`config.mk`:
```
export PLATFORM = sky130hd
export DESIGN_NAME = sensor_scan_mux_flat
export DESIGN_NICKNAME = d
export VERILOG_FILES = /design/src/rtl/sensor_scan_pkg.sv /design/src/rtl/sensor_scan_mux_if.sv /design/src/rtl/sensor_scan_ptr.sv /design/src/rtl/sensor_scan_mux.sv /design/src/flat_wrapper.sv
export SDC_FILE = /design/constraint.sdc
export NUM_CORES = 1
export LEC_CHECK = 0
export CAP_MARGIN = 20
export CORE_MARGIN = 3
export CORE_UTILIZATION = 43
export DETAILED_ROUTE_END_ITERATION = 8
export GPL_TIMING_DRIVEN = 0
export PLACE_DENSITY = 0.86
export SKIP_CTS_REPAIR_TIMING = 1
export SYNTH_ARGS = -nofsm -noshare
export SYNTH_HDL_FRONTEND = slang
export SYNTH_SLANG_ARGS = --single-unit
export TNS_END_PERCENT = 10
```
`constraint.sdc`:
```
create_clock -name clk -period 5.38 [get_ports clk]
set_clock_uncertainty 0.2 [all_clocks]
set_input_delay 1.614 -clock clk [delete_from_list [all_inputs] [get_ports clk]]
set_output_delay 1.614 -clock clk [all_outputs]
set_load 0.02 [all_outputs]
```
`src/rtl/sensor_scan_pkg.sv`:
```
// ============================================================================
// Module  : sensor_scan_pkg
// Brief   : Shared types, scan-mode constants and width helper for the sensor
//           scan multiplexer.
// Rev     : 1.0  initial release
// ============================================================================
`default_nettype none

package sensor_scan_pkg;

   typedef enum logic [1:0] {
      IDLE = 2'd0,
      SCAN = 2'd1,
      HOLD = 2'd2
   } scan_state_t;

   localparam logic MODE_RR    = 1'b0;
   localparam logic MODE_FIXED = 1'b1;

   // Index width that never collapses to zero bits for a count of one.
   function automatic int sel_width(input int n);
      return (n < 2) ? 1 : $clog2(n);
   endfunction

endpackage

`default_nettype wire

```
`src/rtl/sensor_scan_mux_if.sv`:
```
// ============================================================================
// Module  : sensor_scan_mux_if
// Brief   : Sensor-side sample bus and consumer-side valid/ready bus of the
//           scan multiplexer; slave is the mux, master is its environment.
// Rev     : 1.0  initial release
// ============================================================================
`default_nettype none

interface sensor_scan_mux_if
   import sensor_scan_pkg::*;
#(
   parameter int CH_NUM = 4,
   parameter int DATA_W = 8
);

   localparam int SEL_W = sel_width(CH_NUM);

   logic [CH_NUM*DATA_W-1:0] in_data;
   logic [CH_NUM-1:0]        in_valid;
   logic [CH_NUM-1:0]        in_ack;
   logic [DATA_W-1:0]        out_data;
   logic [SEL_W-1:0]         out_ch;
   logic                     out_valid;
   logic                     out_ready;

   modport slave (
      input  in_data,
      input  in_valid,
      output in_ack,
      output out_data,
      output out_ch,
      output out_valid,
      input  out_ready
   );

   modport master (
      output in_data,
      output in_valid,
      input  in_ack,
      input  out_data,
      input  out_ch,
      input  out_valid,
      output out_ready
   );

endinterface

`default_nettype wire

```
`src/rtl/sensor_scan_ptr.sv`:
```
// ============================================================================
// Module  : sensor_scan_ptr
// Brief   : Round-robin channel pointer with per-channel dwell counter;
//           supports fixed-select load, resume-after-capture and dwell skip.
// Rev     : 1.0  initial release
// ============================================================================
`default_nettype none

module sensor_scan_ptr
   import sensor_scan_pkg::*;
#(
   parameter int CH_NUM = 4,
   parameter int DWELL  = 4
)
(
   input  logic                          clk,
   input  logic                          rst_n,
   input  logic                          load,
   input  logic [sel_width(CH_NUM)-1:0]  load_val,
   input  logic                          resume,
   input  logic [sel_width(CH_NUM)-1:0]  resume_ch,
   input  logic                          step,
   input  logic                          dwell_clr,
   output logic [sel_width(CH_NUM)-1:0]  ptr
);

   localparam int SEL_W = sel_width(CH_NUM);
   localparam int CNT_W = sel_width(DWELL);

   logic [SEL_W-1:0] r_ptr;
   logic [CNT_W-1:0] r_dwell_cnt;
   logic             w_dwell_done;

   function automatic logic [SEL_W-1:0] wrap_inc(input logic [SEL_W-1:0] ch);
      return (int'(ch) >= CH_NUM - 1) ? '0 : ch + 1'b1;
   endfunction

   assign w_dwell_done = (int'(r_dwell_cnt) >= DWELL - 1);

   // Priority: fixed-select load, resume after a capture, empty-cycle step.
   always_ff @(posedge clk or negedge rst_n) begin
      if (!rst_n) begin
         r_ptr       <= '0;
         r_dwell_cnt <= '0;
      end else if (load) begin
         r_ptr       <= load_val;
         r_dwell_cnt <= '0;
      end else if (resume) begin
         r_ptr       <= wrap_inc(resume_ch);
         r_dwell_cnt <= '0;
      end else if (step) begin
         if (w_dwell_done) begin
            r_ptr       <= wrap_inc(r_ptr);
            r_dwell_cnt <= '0;
         end else begin
            r_dwell_cnt <= r_dwell_cnt + 1'b1;
         end
      end else if (dwell_clr) begin
         r_dwell_cnt <= '0;
      end
   end

   assign ptr = r_ptr;

endmodule

`default_nettype wire

```
`src/rtl/sensor_scan_mux.sv`:
```
// ============================================================================
// Module  : sensor_scan_mux
// Brief   : Registered N-channel sensor scan multiplexer (round-robin with
//           dwell skip, or fixed channel) with a valid/ready sample output.
//           Define SCAN_ALARM_EN to add the thresh_hi/alarm threshold check.
// Rev     : 1.0  initial release
// ============================================================================
`default_nettype none

module sensor_scan_mux
   import sensor_scan_pkg::*;
#(
   parameter int CH_NUM = 4,
   parameter int DATA_W = 8,
   parameter int DWELL  = 4
)
(
   input  logic                          clk,
   input  logic                          rst_n,
   input  logic                          en,
   input  logic                          mode,
   input  logic [sel_width(CH_NUM)-1:0]  fix_sel,
`ifdef SCAN_ALARM_EN
   input  logic [DATA_W-1:0]             thresh_hi,
   output logic                          alarm,
`endif
   sensor_scan_mux_if.slave              bus
);

   localparam int SEL_W = sel_width(CH_NUM);

   scan_state_t       r_state;
   scan_state_t       w_state_nxt;

   logic [SEL_W-1:0]  w_ptr;
   logic [SEL_W-1:0]  w_fix_ch;
   logic [SEL_W-1:0]  w_cur_ch;
   logic              w_hit;
   logic [DATA_W-1:0] w_sample;

   logic              w_capture;
   logic              w_release;
   logic              w_ld;
   logic              w_resume;
   logic              w_step;
   logic              w_dwell_clr;

   logic [DATA_W-1:0] r_out_data;
   logic [SEL_W-1:0]  r_out_ch;
   logic              r_out_valid;

   // Out-of-range fixed selects fall back to channel 0.
   assign w_fix_ch = (int'(fix_sel) < CH_NUM) ? fix_sel : '0;
   assign w_cur_ch = (mode == MODE_FIXED) ? w_fix_ch : w_ptr;
   assign w_hit    = bus.in_valid[w_cur_ch];
   assign w_sample = bus.in_data[w_cur_ch*DATA_W +: DATA_W];

   always_ff @(posedge clk or negedge rst_n) begin
      if (!rst_n) begin
         r_state <= IDLE;
      end else begin
         r_state <= w_state_nxt;
      end
   end

   always_comb begin
      w_state_nxt = r_state;
      w_capture   = 1'b0;
      w_release   = 1'b0;
      w_ld        = 1'b0;
      w_resume    = 1'b0;
      w_step      = 1'b0;
      w_dwell_clr = 1'b0;
      case (r_state)
         IDLE: begin
            if (en) begin
               w_state_nxt = SCAN;
               w_ld        = (mode == MODE_FIXED);
               w_dwell_clr = 1'b1;
            end
         end
         SCAN: begin
            // en wins over a simultaneous in_valid: no ack, no capture.
            if (!en) begin
               w_state_nxt = IDLE;
               w_dwell_clr = 1'b1;
            end else if (w_hit) begin
               w_state_nxt = HOLD;
               w_capture   = 1'b1;
               w_dwell_clr = 1'b1;
            end else if (mode == MODE_RR) begin
               w_step      = 1'b1;
            end else begin
               w_dwell_clr = 1'b1;
            end
         end
         HOLD: begin
            if (bus.out_ready) begin
               w_release   = 1'b1;
               w_state_nxt = en ? SCAN : IDLE;
               if (mode == MODE_RR) begin
                  w_resume = 1'b1;
               end else if (en) begin
                  w_ld     = 1'b1;
               end
            end
         end
         default: begin
            w_state_nxt = IDLE;
         end
      endcase
   end

   sensor_scan_ptr #(
      .CH_NUM (CH_NUM),
      .DWELL  (DWELL)
   ) u_ptr (
      .clk       (clk),
      .rst_n     (rst_n),
      .load      (w_ld),
      .load_val  (w_fix_ch),
      .resume    (w_resume),
      .resume_ch (r_out_ch),
      .step      (w_step),
      .dwell_clr (w_dwell_clr),
      .ptr       (w_ptr)
   );

   always_ff @(posedge clk or negedge rst_n) begin
      if (!rst_n) begin
         r_out_data  <= '0;
         r_out_ch    <= '0;
         r_out_valid <= 1'b0;
      end else if (w_capture) begin
         r_out_data  <= w_sample;
         r_out_ch    <= w_cur_ch;
         r_out_valid <= 1'b1;
      end else if (w_release) begin
         r_out_valid <= 1'b0;
      end
   end

`ifdef SCAN_ALARM_EN
   logic r_alarm;

   always_ff @(posedge clk or negedge rst_n) begin
      if (!rst_n) begin
         r_alarm <= 1'b0;
      end else if (w_capture) begin
         r_alarm <= (w_sample > thresh_hi);
      end else if (w_release) begin
         r_alarm <= 1'b0;
      end
   end

   assign alarm = r_alarm;
`endif

   assign bus.in_ack    = w_capture ? ({{(CH_NUM-1){1'b0}}, 1'b1} << w_cur_ch) : '0;
   assign bus.out_data  = r_out_data;
   assign bus.out_ch    = r_out_ch;
   assign bus.out_valid = r_out_valid;

endmodule

`default_nettype wire

```
`src/flat_wrapper.sv`:
```
// flat-port wrapper written by rule: the top's interface ports become plain ports
module sensor_scan_mux_flat import sensor_scan_pkg::*;
#(
   parameter int CH_NUM = 4,
   parameter int DATA_W = 8,
   parameter int DWELL  = 4
)
  (clk, rst_n, en, mode, fix_sel, bus_in_data, bus_in_valid, bus_in_ack, bus_out_data, bus_out_ch, bus_out_valid, bus_out_ready);
  sensor_scan_mux_if #(.CH_NUM(CH_NUM), .DATA_W(DATA_W)) bus_i ();
  input  logic clk;
  input  logic rst_n;
  input  logic en;
  input  logic mode;
  input  logic [sel_width(CH_NUM)-1:0] fix_sel;
  input wire logic [$bits(bus_i.in_data)-1:0] bus_in_data;
  input wire logic [$bits(bus_i.in_valid)-1:0] bus_in_valid;
  output wire logic [$bits(bus_i.in_ack)-1:0] bus_in_ack;
  output wire logic [$bits(bus_i.out_data)-1:0] bus_out_data;
  output wire logic [$bits(bus_i.out_ch)-1:0] bus_out_ch;
  output wire logic [$bits(bus_i.out_valid)-1:0] bus_out_valid;
  input wire logic [$bits(bus_i.out_ready)-1:0] bus_out_ready;
  assign bus_i.in_data = bus_in_data;
  assign bus_i.in_valid = bus_in_valid;
  assign bus_in_ack = bus_i.in_ack;
  assign bus_out_data = bus_i.out_data;
  assign bus_out_ch = bus_i.out_ch;
  assign bus_out_valid = bus_i.out_valid;
  assign bus_i.out_ready = bus_out_ready;
  sensor_scan_mux #(.CH_NUM(CH_NUM), .DATA_W(DATA_W), .DWELL(DWELL)) u_core (.clk(clk), .rst_n(rst_n), .en(en), .mode(mode), .fix_sel(fix_sel), .bus(bus_i));
endmodule
```
Word-level counts from Yosys, hierarchy flattened --
Index checks and enable logic that the tools add are counted. Widths: inputs -> output; s select.
Word-level totals: register bits 17, bits in latches 0, RAM bits 0, ROM bits 0, input port bits 43, output and inout port bits 15, word-level logic and storage cells 70, memories kept 0
Cells by class: add/subtract/negate cells 3, $mul 0, divide/modulo/power cells 0, order comparisons 4, equal/unequal tests 5, shifts and indexed selects 2, muxes and demuxes 43, bitwise gates (word level) 0, reduce and logical (&&, ||, !) cells 7
Operator list (count):
- $mux 2 | 16
- $shiftx 32x6->8 | 1
- $mux 1 | 22
- $add 2x1->2 const B | 3
- $ge 2x2->1 const B | 3
- $pmux 2 s3 | 1
- $reduce_bool 3->1 | 2
- $mux 4 | 1
- $ne 2x2->1 const B | 2
- $pmux 1 s2 | 2
- $reduce_bool 4->1 | 1
- $shl 1x2->4 const A | 1
- $lt 2x3->1 const B | 1
- $ne 3x2->1 const B | 1
- $reduce_and 3->1 | 1
- $bmux 1 s2 | 1
- $eq 2x1->1 const B | 1
- $eq 2x2->1 const B | 1
- $logic_not 2->1 | 1
- $reduce_and 2->1 | 1
- $reduce_bool 2->1 | 1

Logic depth before layout (Yosys ltp) --
Gate-level depths: netlist (run 1).
word-level depth 10, gate-level depth with buffers 8, depth with buffers taken out 5

By module --
Synthesis (run 1) repeated with hierarchy kept, for this count alone.
Unflattened totals: cell total of the unflattened synthesis 94, area total of the unflattened synthesis 1169.9 um^2
Modules (own cells, without submodules):
- sensor_scan_mux | instances 1, cells each 73, area each 937.1 um^2, seq. area each 325.3 um^2
- sensor_scan_ptr | instances 1, cells each 21, area each 232.7 um^2, seq. area each 100.1 um^2

Worst setup path after synthesis (run 1) --
No wires, ideal clock.
kind input port to output port, start in mode, end out bus_in_ack[1], arrival time 3102 ps, data required time 3566 ps, slack 464 ps, stages on the path 8, path buffers 3, cell sequence buf_4 -> nor4bb_1 -> a31oi_1 -> nand4_1 -> nor2b_1 -> buf_6 -> buf_6 -> nor3b_1
On the way: longest elaborated chain between the ends 7, elaborated cells on any way between the ends 8, those cells by class 1 x shift; 7 x mux
Ends and longest elaborated chain:
- from (decl) | RTL line flat_wrapper.sv:13 | input logic mode;
- $mux 2 * | RTL line sensor_scan_mux.sv:54 | assign w_cur_ch = (mode == MODE_FIXED) ? w_fix_ch : w_ptr;
- $bmux 1 s2 | RTL line sensor_scan_mux.sv:55 | assign w_hit = bus.in_valid[w_cur_ch];
- $mux 1 (not written as such) | RTL line sensor_scan_mux.sv:55
- $mux 1 | RTL line sensor_scan_mux.sv:87 | end else if (w_hit) begin
- $mux 1 | RTL line sensor_scan_mux.sv:84 | if (!en) begin
- $mux 1 | RTL line sensor_scan_mux.sv:74 | case (r_state)
- $mux 4 * | RTL line sensor_scan_mux.sv:159 | assign bus.in_ack = w_capture ? ({{(CH_NUM-1){1'b0}}, 1'b1} << w_cur_ch) : '0;
- to (decl) | RTL line flat_wrapper.sv:17 | output wire logic [$bits(bus_i.in_ack)-1:0] bus_in_ack;
Every way passes the cells marked *; elsewhere a longest branch is shown, timed or not. The select of a mux whose other input is x is not followed.

Worst setup path in the final report (run 1) --
start in bus_in_valid[1], end out bus_in_ack[2]
On the way: longest elaborated chain between the ends 6
Ends and longest elaborated chain:
- from (decl) | RTL line flat_wrapper.sv:16 | input wire logic [$bits(bus_i.in_valid)-1:0] bus_in_valid;
- $bmux 1 s2 | RTL line sensor_scan_mux.sv:55
- $mux 1 (not written as such) | RTL line sensor_scan_mux.sv:55
- $mux 1 | RTL line sensor_scan_mux.sv:87
- $mux 1 | RTL line sensor_scan_mux.sv:84
- $mux 1 | RTL line sensor_scan_mux.sv:74
- $mux 4 | RTL line sensor_scan_mux.sv:159
Every way passes these cells. The select of a mux whose other input is x is not followed.

==> results of run 1 <==
==> power by group through the flow <==
stage | Combinational [mW] | Clock, mW | Sequential (mW)
after floorplan | 0.191 | 0 | 0.269
after global placement | 0.396 | 0 | 0.222
after detailed placement | 0.411 | 0 | 0.225
after CTS | 0.412 | 0.0697 | 0.224
after global routing | 0.461 | 0.0752 | 0.235
final | 0.425 | 0.0676 | 0.226
==> state kept, by name, summed over array words and instances, names as in the netlist <==
signal,flops
u_core.bus.out_data,8
u_core.bus.out_ch,2
u_core.bus.out_valid,1
u_core.u_ptr.ptr,2
u_core.r_state,2
u_core.u_ptr.r_dwell_cnt,2
==> cells by family (layout without fill, tap and decap cells) <==
logic type               after synthesis  in the layout  synth area share
AND/OR/NAND/NOR                       51             51             0.238
AO/OA/AOI/OAI                         30             30             0.177
flip-flops                            17             17             0.355
multiplexers                          15             15             0.147
buffers and inverters                 11             74            0.0512
adder cells (fa/ha/maj)                3              3            0.0314
==> area by class of cell <==
type | instances | area, µm² | area share
Multi-Input combinational cell | 99 | 742 | 0.395
Timing Repair Buffer | 59 | 581 | 0.309
Sequential cell | 17 | 425 | 0.227
Buffer | 7 | 50.0 | 0.0266
Tap cell | 30 | 37.5 | 0.0200
Clock buffer | 3 | 22.5 | 0.0120
Inverter | 4 | 15.0 | 0.00799
Clock inverter | 1 | 5.00 | 0.00266
==> worst min path at each step <==
stage / start / endpoint / slack, ns / depth (start not counted)
after floorplan: u_core.u_ptr.r_dwell_cnt[1] / u_core.u_ptr.r_dwell_cnt[1] / 0.27 / 1
after global placement: u_core.bus.out_valid / u_core.bus.out_valid / 0.27 / 1
after detailed placement: u_core.bus.out_valid / u_core.bus.out_valid / 0.27 / 1
after CTS: u_core.bus.out_valid / u_core.bus.out_valid / 0.30 / 1
after global routing: u_core.bus.out_valid / u_core.bus.out_valid / 0.33 / 1
final: u_core.bus.out_valid / u_core.bus.out_valid / 0.29 / 1
==> per-layer routing <==
layer | vias up | GRT usage | part of all wire
li1 | 597 | - | -
met1 | 577 | 0.246 | 0.40
met2 | 63 | 0.364 | 0.48
met3 | 4 | 0.0636 | 0.11
met4 | 0 | 0.0777 | 0.014
met5 | - | 0 | 0
==> layout by cell type (no fill, tap or decap), types with 2 or more instances in the layout <==
cell type / synthesis / layout
buf_2: 1 / 2
a21oi_1: 2 / 2
buf_4: 1 / 2
and2_0: 8 / 8
dfrtp_1: 17 / 17
and4b_1: 2 / 2
mux2i_1: 3 / 2
mux2_4: 3 / 3
a211oi_1: 8 / 8
nand2_1: 17 / 17
mux2_2: 9 / 9
clkbuf_4: 0 / 3
buf_6: 2 / 3
clkdlybuf4s50_1: 0 / 50
nand4_1: 2 / 2
dlymetal6s2s_1: 0 / 4
nor3_1: 2 / 2
clkbuf_2: 0 / 2
ha_1: 3 / 3
nor2_1: 4 / 4
inv_1: 4 / 4
nand3b_1: 2 / 2
and3_1: 3 / 3
a22o_1: 2 / 2
clkbuf_1: 3 / 3
a31oi_1: 13 / 13
==> critical path: stages <==
cell and delay (ns):
clkdlybuf4s50_1 0.43, and4b_1 0.19, a31oi_1 0.15, nand4_1 0.20, nor2b_4 0.19, buf_6 0.13
buf_6 0.14, and3_1 0.18, dlymetal6s2s_1 0.20
==> summary.txt, run 1 <==
Floorplan
  – Std-Cell Rows: 18
  – Die area: 3450 µm²
  – Die Width: 58.8 µm
  – Initial Util: 0.466
  – Die height: 58.8 µm
  – I/O Pins: 58
  – CORE AREA: 2570 µm²

Routing
  – Drt total wl: 3380 µm
  – DR vias/cell: 5.64
  – Final antenna-violating net count: 0
  – Drt initial violations: 22
  – # DRC: 0
  – DRT Pass-1 Iters: 4
  – Detailed-route via count: 1241
  – Wire per inst: 15.4 µm

Critical path
  – Worst setup startpoint: bus_in_valid[1]
  – FF-to-FF path depth: 4
  – Required time of the critical path: 3.57 ns
  – Setup crit start kind: input port
  – Crit path capture: bus_in_ack[2]
  – Setup slack, reg-to-reg: 3.31 ns
  – Worst R2R Start: u_core.r_state[1]
  – Element type at the critical path end: output pin
  – Crit path kind: in -> out
  – Crit path max fanout: 10
  – Reg2reg end: u_core.u_ptr.ptr[1]
  – Arrival time worst endpoint: 3.43 ns

Clocking
  – Clock-pin slew on the worst setup and hold paths: 0.10 ns
  – CTS max path bufs: 2
  – TritonCTS clock tree: built
  – Clk_lat worst skew: 0.29 ns
  – Root Buffer: clkbuf_4
  – Sink Count: 17
  – Inserted Clock Buffers: 3
  – H-tree depth: 1

Yosys
  – Synth warn: 0
  – Cell Area, Synth: 1200 µm²
  – #FFs+latches synth: 17
  – Synth Area per Inst: 9.43 µm²
  – Top cell type's share of synthesized area: 0.355
  – Top cells by count, synth: 17 x dfrtp_1, 17 x nand2_1, 13 x a31oi_1
  – Yosys top cell by area: dfrtp_1
  – Sequential share of the synthesized area: 0.355
  – Top FF cell, synth: dfrtp_1
  – Total nets after synthesis: 173
  – Synthesized instance count: 127
  – Synth area leaders: dfrtp_1 36%, mux2_2 8.5%, a31oi_1 6.8%, nand2_1 5.3%, a211oi_1 5.0%
  – Synth async-reset ratio: 1.00
  – Number of synthesized flops with an enable pin: 0
  – Number of library cell types mapped by synthesis: 36

Global routing
  – First-pass GRT wire length: 5620 µm
  – Largest net degree at the start of global routing: 18
  – Vias in the first global route: 1314
  – Gr ovfl total: 0
  – GRT Total Usage: 0.211
  – Initial antenna violation count: 0

Run
  – Max-cap violations: 0

Placed design
  – Dpl cell area: 1810 µm²
  – Dpl ws: -0.570 ns
  – Post-DP HPWL: 2610 µm
  – Dpl cells: 214
  – RD Place Congestion: 0.838
  – Count of input and output buffers: 57

Power and ir drop
  – Pwr dens: 382 nW/µm²
  – P_leak: 0.837 nW
  – Combinational group share of total power: 0.592
  – Total power draw: 0.718 mW
  – Max VDD drop: 0.248 mV
  – Internal: 0.433 mW
  – Switching Fraction: 0.397
  – Clock power share: 0.094
  – Flop pwr share: 0.314
  – Sw Pwr: 0.285 mW

Finish
  – Ant. Diodes: 0
  – Layout Nets: 237
  – Design Area, Final: 1880 µm²
  – Fin cells: 220
  – Filler Cell Count: 197
  – Syn-to-layout area delta: 56.8%
  – Fin util: 0.731
  – Fraction of layout cells with a size suffix above 1: 0.163

Timing
  – Fin Setup TNS: 0 ns
  – PnR worst setup slack: 0.136 ns
  – Slew @ Worst Pin: 0.801 ns
  – Achievable clock frequency: 0.191 GHz
  – Final Max Tran Viols: 0
  – Hold slack: 0.293 ns
  – Setup violations, final: 0
  – Relative slew slack: 0.464
  – Tcrit/Tclk final: 0.975
  – RSZ-0062 raised after global routing: no
  – Final hold viol count: 0
  – Post-layout min period: 5.24 ns

Min path
  – Hold crit path type: reg -> reg

Run status
  – Status: finished clean
No activity file was read; power rests on OpenSTA's default activity.
==> run 2: changes to the inputs <==
CORE_UTILIZATION = 40   (was 43)
PLACE_DENSITY = 0.82   (was 0.86)
SYNTH_HIERARCHICAL = 1   (was default)
clock period = 5.8 ns   (was 5.38 ns; I/O delays follow)
==> run 2 against run 1 <==
Effect of this change:
- critical path depth did not move
- register-to-register slack gained 0.03 ns
- global-route usage down 4.3 points
- largest cell class unchanged
- worst hold slack worse by 0.0011 ns
- highest routed layer unchanged
==> summary.txt, run 2 <==
Run status
  – Status: finished clean

Yosys
  – Top cell type's share of synthesized area: 0.364 (+0.00836)
  – Most common cell in the synthesized netlist: dfrtp_1
  – Total nets after synthesis: 138 (-20%)
  – Synthesized instance count: 94 (-26%)
  – Synth warn: 6 (+6)
  – Top cells by count, synth: 17 x dfrtp_1, 10 x nor2_1, 6 x mux4_1
  – Cell Area, Synth: 1170 µm² (-2.3%)
  – Synth async-reset ratio: 1.00 (unchanged)
  – Number of synthesized flops with an enable pin: 0 (unchanged)
  – Yosys top cell by area: dfrtp_1
  – Synth Area per Inst: 12.4 µm² (+32%)
  – #FFs+latches synth: 17 (unchanged)
  – Synth area leaders: dfrtp_1 36%, mux4_1 13%, mux2_4 5.1%, mux2_2 4.8%, mux4_2 3.9%
  – Number of library cell types mapped by synthesis: 38 (+5.6%)
  – Sequential share of the synthesized area: 0.364 (+0.00836)
  – Top FF cell, synth: dfrtp_1

Min path
  – Hold crit path type: reg -> reg

Finish
  – Commonest non-fill, non-tap cell in the layout: clkdlybuf4s50_1
  – Syn-to-layout area delta: 54.8%
  – Fraction of layout cells with a size suffix above 1: 0.205 (+0.0420)
  – Fin cells: 186 (-15%)
  – Max reg flops: 8 (unchanged)
  – Filler Cell Count: 201 (+2.0%)
  – Most frequent cells in the layout: 53 x clkdlybuf4s50_1, 17 x dfrtp_1, 10 x nor2_1
  – Ant. Diodes: 0 (unchanged)
  – Layout Nets: 201 (-15%)

Timing
  – Setup violations, final: 0 (unchanged)
  – Final hold viol count: 0 (unchanged)
  – Post-layout min period: 5.68 ns
  – Relative slew slack: 0.488 (+0.0236)
  – Final Max Tran Viols: 0 (unchanged)
  – Tcrit/Tclk final: 0.979
  – Hold slack: 0.292 ns (-0.00110 ns)
  – Slew @ Worst Pin: 0.765 ns (-0.0353 ns)
  – Achievable clock frequency: 0.176 GHz

Routing
  – Drt initial violations: 34 (+55%)
  – DR vias/cell: 5.54 (-1.7%)
  – Drt total wl: 2830 µm (-16%)
  – Detailed-route via count: 1031 (-17%)
  – # DRC: 0 (unchanged)
  – Final antenna-violating net count: 0 (unchanged)
  – DRT Pass-1 Iters: 4 (unchanged)
  – Wire per inst: 15.2 µm (-0.86%)

Critical path
  – Required time of the critical path: 3.86 ns (+0.29 ns)
  – WP buf/inv: 4 (unchanged)
  – Arrival time worst endpoint: 3.74 ns (+0.31 ns)
  – Crit path max fanout: 10 (unchanged)
  – Slowest CP cell: clkdlybuf4s50_1
  – Crit path kind: in -> out
  – Kind of cell adding the most delay to the critical path: buffers and inverters
  – Slowest Stage Delay on Critical Path: 0.53 ns (+0.10 ns)
  – Element type at the critical path end: output pin
  – Setup crit start kind: input port
  – Cell Chain, Critical Path: clkdlybuf4s50_1 -> buf_6 -> and4b_1 -> a31oi_1 -> a41oi_2 -> buf_4 -> or2b_1 -> nor2_1 -> dlymetal6s2s_1
  – Setup slack, reg-to-reg: 3.34 ns (+0.03 ns)

Floorplan
  – Die Width: 60.1 µm (+2.2%)
  – Std-Cell Rows: 18 (unchanged)
  – I/O Pins: 58 (unchanged)
  – Initial Util: 0.444 (-0.0224)
  – Die height: 60.1 µm (+2.2%)
  – Die area: 3610 µm² (+4.5%)
  – CORE AREA: 2640 µm² (+2.6%)

Clocking
  – H-tree depth: 1 (unchanged)
  – TritonCTS clock tree: built
  – Clk_lat worst skew: 0.28 ns (about the same)
  – Root Buffer: clkbuf_4
  – Inserted Clock Buffers: 3 (unchanged)
  – CTS max path bufs: 2 (unchanged)
  – Sink Count: 17 (unchanged)
  – Clock-pin slew on the worst setup and hold paths: 0.09 ns (about the same)

Run
  – Max-cap violations: 0 (unchanged)

Power and ir drop
  – Max VDD drop: 0.289 mV (+17%)
  – P_leak: 0.783 nW (-6.4%)
  – Pwr dens: 344 nW/µm² (-9.9%)

Global routing
  – GRT Total Usage: 0.168 (-0.0430)
  – Gr ovfl total: 0 (unchanged)
  – Largest net degree at the start of global routing: 18 (unchanged)
  – Initial antenna violation count: 0 (unchanged)
  – Vias in the first global route: 1060 (-19%)
  – First-pass GRT wire length: 4560 µm (-19%)

Placed design
  – Post-DP HPWL: 2250 µm (-14%)
  – RD Place Congestion: 0.701 (-16%)
  – Dpl cells: 181 (-15%)
  – Count of input and output buffers: 57 (unchanged)
[run 2: final timing paths]
check / startpoint / to / cells after the start
setup / recovery: mode / bus_in_ack[3] / 9
min in group asynchronous: rst_n / u_core/u_ptr/r_dwell_cnt[0] / 1
hold / removal: u_core/bus.out_valid / u_core/bus.out_valid / 1
setup reg to reg: u_core/u_ptr/ptr[0] / u_core/u_ptr/ptr[0] / 7
hold reg to reg: u_core/bus.out_valid / u_core/bus.out_valid / 1
max in group asynchronous: rst_n / u_core/bus.out_data[6] / 1
[run 2: kinds of logic after synthesis]
group / synth area share
mux: 0.299
compound gates: 0.132
xor+xnor: 0.0150
flops: 0.364
simple gates: 0.141
buf+inv: 0.0385
fa+ha+maj: 0.0107
[run 2: cell type report]
class / instances / area, µm² / share of cell area
multi-input combinational: 71 / 703 / 0.388
timing repair buffer: 58 / 573 / 0.317
sequential: 17 / 425 / 0.235
tap: 30 / 37.5 / 0.0207
buffer: 3 / 33.8 / 0.0187
clock buffer: 4 / 26.3 / 0.0145
inverter: 3 / 11.3 / 0.00622
[run 2: worst reg2reg max path, stage by stage (launching register included)]
cell	delay [ns]
dfrtp_1	0.44
nor2b_2	0.27
a31oi_1	0.16
and4_2	0.28
nor2b_1	0.14
and2_1	0.20
a211oi_2	0.30
mux2_2	0.37
[run 2: power breakdown]
| group | switching (mW) | leakage [nW] | internal [mW] |
|---|---|---|---|
| sequential | 0.0431 | 0.205 | 0.168 |
| combinational | 0.150 | 0.563 | 0.201 |
| clock | 0.0345 | 0.0150 | 0.0267 |
[run 2: routing by layer]
layer	vias to the layer above	share of wire	track usage
met5	-	0	0
met4	0	0.0095	0.0475
met3	4	0.12	0.0778
met2	50	0.46	0.273
met1	480	0.41	0.200
li1	497	-	-
[run 2: stage by stage]
step	setup WS, ns	setup TNS, ns	area (µm²)	util	power [mW]
floorplan	0.849	0	1170	-	0.413
global placement	-0.324	-0.997	1780	0.675	0.552
detailed placement	-0.379	-1.17	1780	0.675	0.562
CTS	-0.388	-1.21	1800	0.685	0.628
global route	-0.0113	-0.0113	1810	0.687	0.664
finish	0.119	0	1810	0.687	0.623
